`config.mk`:
```
export PLATFORM = sky130hd
export DESIGN_NAME = serial_add
export DESIGN_NICKNAME = d
export VERILOG_FILES = /design/src/rtl/adder_pkg.sv /design/src/rtl/full_add.sv /design/src/rtl/serial_add.sv
export SDC_FILE = /design/constraint.sdc
export NUM_CORES = 1
export LEC_CHECK = 0
export BUFFER_PORTS_ARGS = -buffer_cell sky130_fd_sc_hd__buf_4
export CORE_MARGIN = 2
export CORE_UTILIZATION = 40
export CTS_BUF_LIST = sky130_fd_sc_hd__clkbuf_4 sky130_fd_sc_hd__clkbuf_8
export DETAILED_ROUTE_END_ITERATION = 10
export HOLD_SLACK_MARGIN = 0.12
export PLACE_DENSITY_LB_ADDON = 0.15
export SLEW_MARGIN = 10
export SYNTH_ARGS = -nofsm -noshare
export SYNTH_HDL_FRONTEND = slang
export SYNTH_SLANG_ARGS = --single-unit
```
`constraint.sdc`:
```
create_clock -name clk -period 2.8 [get_ports clk]
set_input_delay 0.56 -clock clk [delete_from_list [all_inputs] [get_ports clk]]
set_output_delay 0.56 -clock clk [all_outputs]
set_load 0.05 [all_outputs]
```
`src/rtl/adder_pkg.sv`:
```
// Shared constants for the bit-serial adder: FSM state encoding and default width.
// Latency: none (declarations only).
// Backpressure: not applicable.
package adder_pkg;

   // Default operand/sum width; legal range is 1..32.
   localparam int ADD_WIDTH_DEF = 8;

   typedef enum logic [1:0] {
      ST_IDLE = 2'd0,
      ST_RUN  = 2'd1,
      ST_DONE = 2'd2
   } state_t;

endpackage : adder_pkg

```
`src/rtl/full_add.sv`:
```
// One-bit full adder built from two half-add stages whose carries are ORed.
// Latency: purely combinational.
// Backpressure: not applicable.
module full_add (
   input  logic a,
   input  logic b,
   input  logic cin,
   output logic s,
   output logic co
);

   logic hs1_s;
   logic hs1_c;
   logic hs2_c;

   // First half-add stage combines the operand bits.
   assign hs1_s = a ^ b;
   assign hs1_c = a & b;

   // Second half-add stage folds in the incoming carry.
   assign s     = hs1_s ^ cin;
   assign hs2_c = hs1_s & cin;

   // At most one of the two stage carries can be set, so OR gives the carry-out.
   assign co    = hs1_c | hs2_c;

endmodule : full_add

```
`src/rtl/serial_add.sv`:
```
// Bit-serial unsigned adder: one sum bit per clock, LSB first, with carry-out flag.
// Latency: operands accepted on edge T give out_valid after edge T+WIDTH.
// Backpressure: in_ready only in IDLE; result held stable in DONE until out_ready.
module serial_add
   import adder_pkg::*;
#(
   parameter int WIDTH = ADD_WIDTH_DEF
) (
   input  logic             clk,
   input  logic             rst_n,
   input  logic             in_valid,
   output logic             in_ready,
   input  logic [WIDTH-1:0] a,
   input  logic [WIDTH-1:0] b,
   output logic             out_valid,
   input  logic             out_ready,
   output logic [WIDTH-1:0] sum,
   output logic             carry
);

   localparam int CNT_W = (WIDTH > 1) ? $clog2(WIDTH) : 1;
   localparam logic [CNT_W-1:0] CNT_LAST = CNT_W'(WIDTH - 1);

   state_t           state_q,  state_d;
   logic [WIDTH-1:0] a_sh_q,   a_sh_d;
   logic [WIDTH-1:0] b_sh_q,   b_sh_d;
   logic [WIDTH-1:0] sum_sh_q, sum_sh_d;
   logic             carry_q,  carry_d;
   logic [CNT_W-1:0] cnt_q,    cnt_d;

   logic             bit_s;
   logic             bit_co;

   // The single adder cell shared by every bit position.
   full_add u_full_add (
      .a   (a_sh_q[0]),
      .b   (b_sh_q[0]),
      .cin (carry_q),
      .s   (bit_s),
      .co  (bit_co)
   );

   // Handshake outputs depend on state only; sum/carry come straight from registers.
   assign in_ready  = (state_q == ST_IDLE);
   assign out_valid = (state_q == ST_DONE);
   assign sum       = sum_sh_q;
   assign carry     = carry_q;

   // Next-state and datapath updates: load on accept, shift one bit per RUN cycle.
   always_comb begin
      state_d  = state_q;
      a_sh_d   = a_sh_q;
      b_sh_d   = b_sh_q;
      sum_sh_d = sum_sh_q;
      carry_d  = carry_q;
      cnt_d    = cnt_q;

      unique case (state_q)
         ST_IDLE: begin
            if (in_valid) begin
               a_sh_d  = a;
               b_sh_d  = b;
               carry_d = 1'b0;
               cnt_d   = '0;
               state_d = ST_RUN;
            end
         end
         ST_RUN: begin
            // Shift-then-insert keeps this legal when WIDTH is 1.
            sum_sh_d            = sum_sh_q >> 1;
            sum_sh_d[WIDTH-1]   = bit_s;
            a_sh_d              = a_sh_q >> 1;
            b_sh_d              = b_sh_q >> 1;
            carry_d             = bit_co;
            cnt_d               = cnt_q + CNT_W'(1);
            if (cnt_q == CNT_LAST) begin
               state_d = ST_DONE;
            end
         end
         ST_DONE: begin
            if (out_ready) begin
               state_d = ST_IDLE;
            end
         end
         default: begin
            state_d = ST_IDLE;
         end
      endcase
   end

   // State and datapath registers; reset discards any partial result.
   always_ff @(posedge clk or negedge rst_n) begin
      if (!rst_n) begin
         state_q  <= ST_IDLE;
         a_sh_q   <= '0;
         b_sh_q   <= '0;
         sum_sh_q <= '0;
         carry_q  <= 1'b0;
         cnt_q    <= '0;
      end else begin
         state_q  <= state_d;
         a_sh_q   <= a_sh_d;
         b_sh_q   <= b_sh_d;
         sum_sh_q <= sum_sh_d;
         carry_q  <= carry_d;
         cnt_q    <= cnt_d;
      end
   end

endmodule : serial_add
```
==> After elaboration in Yosys (flattened, before gate mapping) <==
Index checks and enable logic that the tools add are counted.
{ "word_totals": {"wordCells": 34, "regBits": 30, "out_inout_bits": 11, "input_bits": 20} }
{ "op_classes": {"muxes": 12, "bitwise": 5, "n_addsub": 1, "eq_ne": 6, "reduce_logical": 4} }
{ "ops": {"columns": ["operator", "n"], "rows": [
  ["8-bit case mux with 2 select lines", 2],
  ["8-bit two-way mux", 2],
  ["2-bit two-way mux", 3],
  ["2-bit case mux with 3 select lines", 1],
  ["3-bit case mux with 2 select lines", 1],
  ["2-bit inequality test, second input constant", 2],
  ["3-bit by 1-bit adder with 3-bit output, second input constant", 1],
  ["3-bit equality test, second input constant", 1],
  ["3-bit two-way mux", 1],
  ["3-bit AND reduction", 1],
  ["1-bit AND", 2],
  ["2-bit by 1-bit equality test with 1-bit output, second input constant", 1],
  ["2-bit equality test, second input constant", 1],
  ["2-bit logical NOT", 1],
  ["2-bit by 1-bit inequality test with 1-bit output, second input constant", 1],
  ["1-bit case mux with 2 select lines", 1],
  ["2-bit AND reduction", 1],
  ["2-bit nonzero test", 1],
  ["1-bit XOR", 2],
  ["1-bit two-way mux", 1],
  ["1-bit bitwise OR", 1]
]} }

==> Longest topological paths before layout <==
{ "logic_depth": {"word_depth": 4, "depth_mapped": 6, "depth_no_buf": 4} }

==> Cells and area by module <==
A second synthesis with hierarchy kept.
{ "hier_totals": {"hier_cells": 127, "hier_area_um2": 1405.1} }
{ "modules_own_cells": {"columns": ["module", "area_per_inst_um2", "seq_area_each_um2", "cells_per_inst", "n_inst"], "rows": [
  ["serial_add", 1385.1, 750.7, 126, 1],
  ["full_add", 20.0, 0.0, 1, 1]
]} }

==> Worst setup path before layout <==
Ideal clock, no wire load.
{ "synth_timing": {"kind": "reg-to-output", "startpoint": "register state_q[0]", "endpoint": "output port in_ready", "path_buffers": 1, "t_arrival_ns": 1.208, "t_required_ns": 2.240, "setup_slack_ns": 1.032, "stages_incl_launch_ff": 3, "path_cell_list": "dfrtp_1 > clkbuf_2 > nor2_1"} }
{ "synth_between": {"elab_chain_len": 1} }
{ "synth_rtl": {"columns": ["item", "line_no", "rtl"], "rows": [
  ["from (decl)", "serial_add.sv:24", "state_t state_q, state_d;"],
  ["from (signal assigned)", "serial_add.sv:101", "state_q <= state_d;"],
  ["2-bit logical NOT", "serial_add.sv:44", "assign in_ready = (state_q == ST_IDLE);"],
  ["to (decl)", "serial_add.sv:12", "output logic in_ready,"]
]} }
No other way between the ends.

==> Final worst setup path <==
{ "layout_timing": {"startpoint": "register state_q[1]", "endpoint": "output port out_valid"} }
{ "layout_between": {"elab_chain_len": 1} }
{ "layout_rtl": {"columns": ["item", "line_no", "rtl"], "rows": [
  ["2-bit equality test", "serial_add.sv:45", "assign out_valid = (state_q == ST_DONE);"],
  ["to (decl)", "serial_add.sv:15", "output logic out_valid,"]
]} }
No other way between the ends.

==> results_dict.tcl <==
set metrics [dict create \
    rows 20 \
    track_usage 0.1754 \
    drive_above_1_share 0.3287 \
    period_minus_slack_ns 2.012 \
    synthArstFlopShare 1.000 \
    yosysUniqueCellTypes 26 \
    startpoint_type "register" \
    synthCells 113 \
    p_sw_uw 854.0 \
    crit_start "state_q[1]$_DFFE_PN0P_" \
    ys_seq_area_frac 0.5720 \
    p_comb_frac 0.489 \
    die_w_um 61.28 \
    postCtsHoldBufs 0 \
    maxCapViolCount 0 \
    grt_pass1_wl_um 4692 \
    p_per_area_mw_per_mm2 1258 \
    nets 166 \
    synth.most_common_cell "dfrtp_1" \
    crit_slowest_cell "dfrtp_1" \
    dpl.cell_count 180 \
    worstRegToRegCells 2 \
    dieHeight_um 61.28 \
    post_cts_resized 0 \
    p_seq_frac 0.388 \
    irDropWorstVdd_uv 446.1 \
    tightestPinTransition_ns 0.7623 \
    cts_tree "built" \
    clock.fmax_ghz 0.4971 \
    placed_cell_area_mm2 0.001550 \
    place_congestion 0.7633 \
    wire_per_inst_um 14.40 \
    hold_violations 0 \
    cts_max_level 2 \
    firstDrtPassIters 4 \
    arrival_ns 1.45 \
    utilization 0.5207 \
    route.detailed.drc 0 \
    path_cells "inv_1, nor2_1, buf_4" \
    synth.area.top_cells "dfrtp_1, o22ai_1, mux2_2" \
    ys_top_cells_by_count "dfrtp_1, o22ai_1, inv_1" \
    setup_ws_ns 0.7882 \
    path_max_fanout 14 \
    grt_antenna_before_repair 0 \
    final_cells 187 \
    whs_ns 0.1446 \
    grt_setup_unrepaired "false" \
    slew_headroom 0.4918 \
    avgSynthCellArea_um2 11.62 \
    grt_pass1_vias 1015 \
    design_area_mm2 0.001603 \
    synthesis.area_mm2 0.001313 \
    cp_slowest_stage_delay_ns 0.46 \
    slew_viol_final 0 \
    r2r-end "sum[5]$_DFFE_PN0N_" \
    p_int_mw 1.162 \
    synth.ff_latch_count 30 \
    syn2layout_area_growth_pct 22.12 \
    coreArea_mm2 0.003078 \
    critPathCaptureType "primary output" \
    cp.required_ns 2.24 \
    clkSlewWorstSetupHoldPaths_ns 0.09 \
    io_pins 31 \
    fin_setup_tns_ns 0 \
    fin_total_pwr_mw 2.016 \
    synth_edf_count 0 \
    cts_buffer_depth 2 \
    switching_share 0.4235 \
    clk_latency_ns 0.32 \
    ctsRootBufferMaster "clkbuf_4" \
    synth_top_area_frac 0.5720 \
    syn_nets 136 \
    viasPerCell 5.305 \
    yosys_warnings 0 \
    portBuffers 30 \
    synth-main-ff-cell "dfrtp_1" \
    fin_skew_ns 0.009648 \
    timing.rr.start "state_q[1]$_DFFE_PN0P_" \
    dp_hpwl_um 1870 \
    dpl_worst_slack_ns 1.151 \
    postCtsSetupRepairBufs 0 \
    vias 992 \
    endpoint "out_valid" \
    leakage_nw 0.7420 \
    period_share 0.7185 \
    drt-total-wl_um 2693 \
    critPathKind "register to primary output" \
    grt_start_max_net_pins 31 \
    worst_hold_path_type "input pin to async pin" \
    antennaDiodeCount 0 \
    final_antenna_net_count 0 \
    status "complete, no violations" \
    start_util 0.4264 \
    drt_iter0_markers 26 \
    die-area_mm2 0.003755 \
    setup_viol 0 \
    overflow 0 \
    cts_sinks 30 \
    yosys.area.top_type "dfrtp_1" \
    cts_buffers 5 \
    pwr-share-clk 0.124 \
    reg2reg_slack_ns 1.18 \
]
worst max-delay path, delay by kind of cell (launching register included):
| family | cells | cell delay (ns) |
|---|---|---|
| buffers and inverters | 2 | 0.47 |
| and+or+nand+nor | 1 | 0.19 |
| DFF | 1 | 0.46 |
cells by family (layout without fill, tap and decap cells):
logic type	count (synthesis)	count (layout)	synth area share
AOI/OAI and AO/OA	43	43	0.2202
adders and majority gates	3	3	0.03432
DFF	30	30	0.5720
and+or+nand+nor	15	15	0.05815
muxes	7	7	0.06006
buffers and inverters	15	45	0.05528
power by group through the flow:
stage	Sequential [mW]	Clock, mW	Combinational (mW)
2_1_floorplan	0.983	0	0.565
3_3_place_gp	0.782	0	0.978
3_5_place_dp	0.790	0	1.00
4_1_cts	0.783	0.263	0.999
5_1_grt	0.812	0.277	1.09
6_report	0.782	0.249	0.985
worst min path at each step:
stage | depth (start not counted) | end | slack [ns] | from
6_report | 1 | state_q[0]$_DFFE_PN0P_ | 0.14 | rst_n
5_1_grt | 1 | state_q[0]$_DFFE_PN0P_ | 0.16 | rst_n
4_1_cts | 1 | cnt_q[2]$_DFFE_PN0P_ | 0.16 | rst_n
3_5_place_dp | 1 | cnt_q[0]$_DFFE_PN0P_ | 0.48 | cnt_q[0]$_DFFE_PN0P_
3_3_place_gp | 2 | a_sh_q[7]$_DFFE_PN0P_ | 0.47 | a_sh_q[7]$_DFFE_PN0P_
2_1_floorplan | 0 | a_sh_q[0]$_DFFE_PN0P_ | 0.26 | rst_n
cell usage in the layout, fill, tap and decap left out, types with 4 or more instances in the layout:
cell       synthesis  final
a2bb2oi_1          5      5
nor2_1             4      4
inv_1              8      8
dfrtp_1           30     30
o22ai_1           19     19
nand2_1            4      4
mux2_2             7      7
buf_4              1     30
o21ai_0            4      4
a21oi_1            6      6
clkbuf_4           0      7
flip-flops by register name, indices dropped and copies added, names as in the netlist:
register,flops
b_sh_q,8
a_sh_q,8
carry,1
sum,8
cnt_q,3
state_q,2
routing by layer:
layer,vias up,track usage,share of wire
met5,-,0,0
met4,0,0.06522,0.016
met3,6,0.05882,0.046
met2,21,0.2690,0.48
met1,486,0.2317,0.45
li1,479,-,-
final cells by class:
class / instances / area [um^2]
fillers: 294 / 1475
flip-flops and latches: 30 / 750.7
multi-input cells: 68 / 489.2
repair buffers: 30 / 225.2
well taps: 44 / 55.05
clock buffers: 7 / 52.55
inverters: 8 / 30.03
Note: power is estimated with default switching activity, not from simulation.
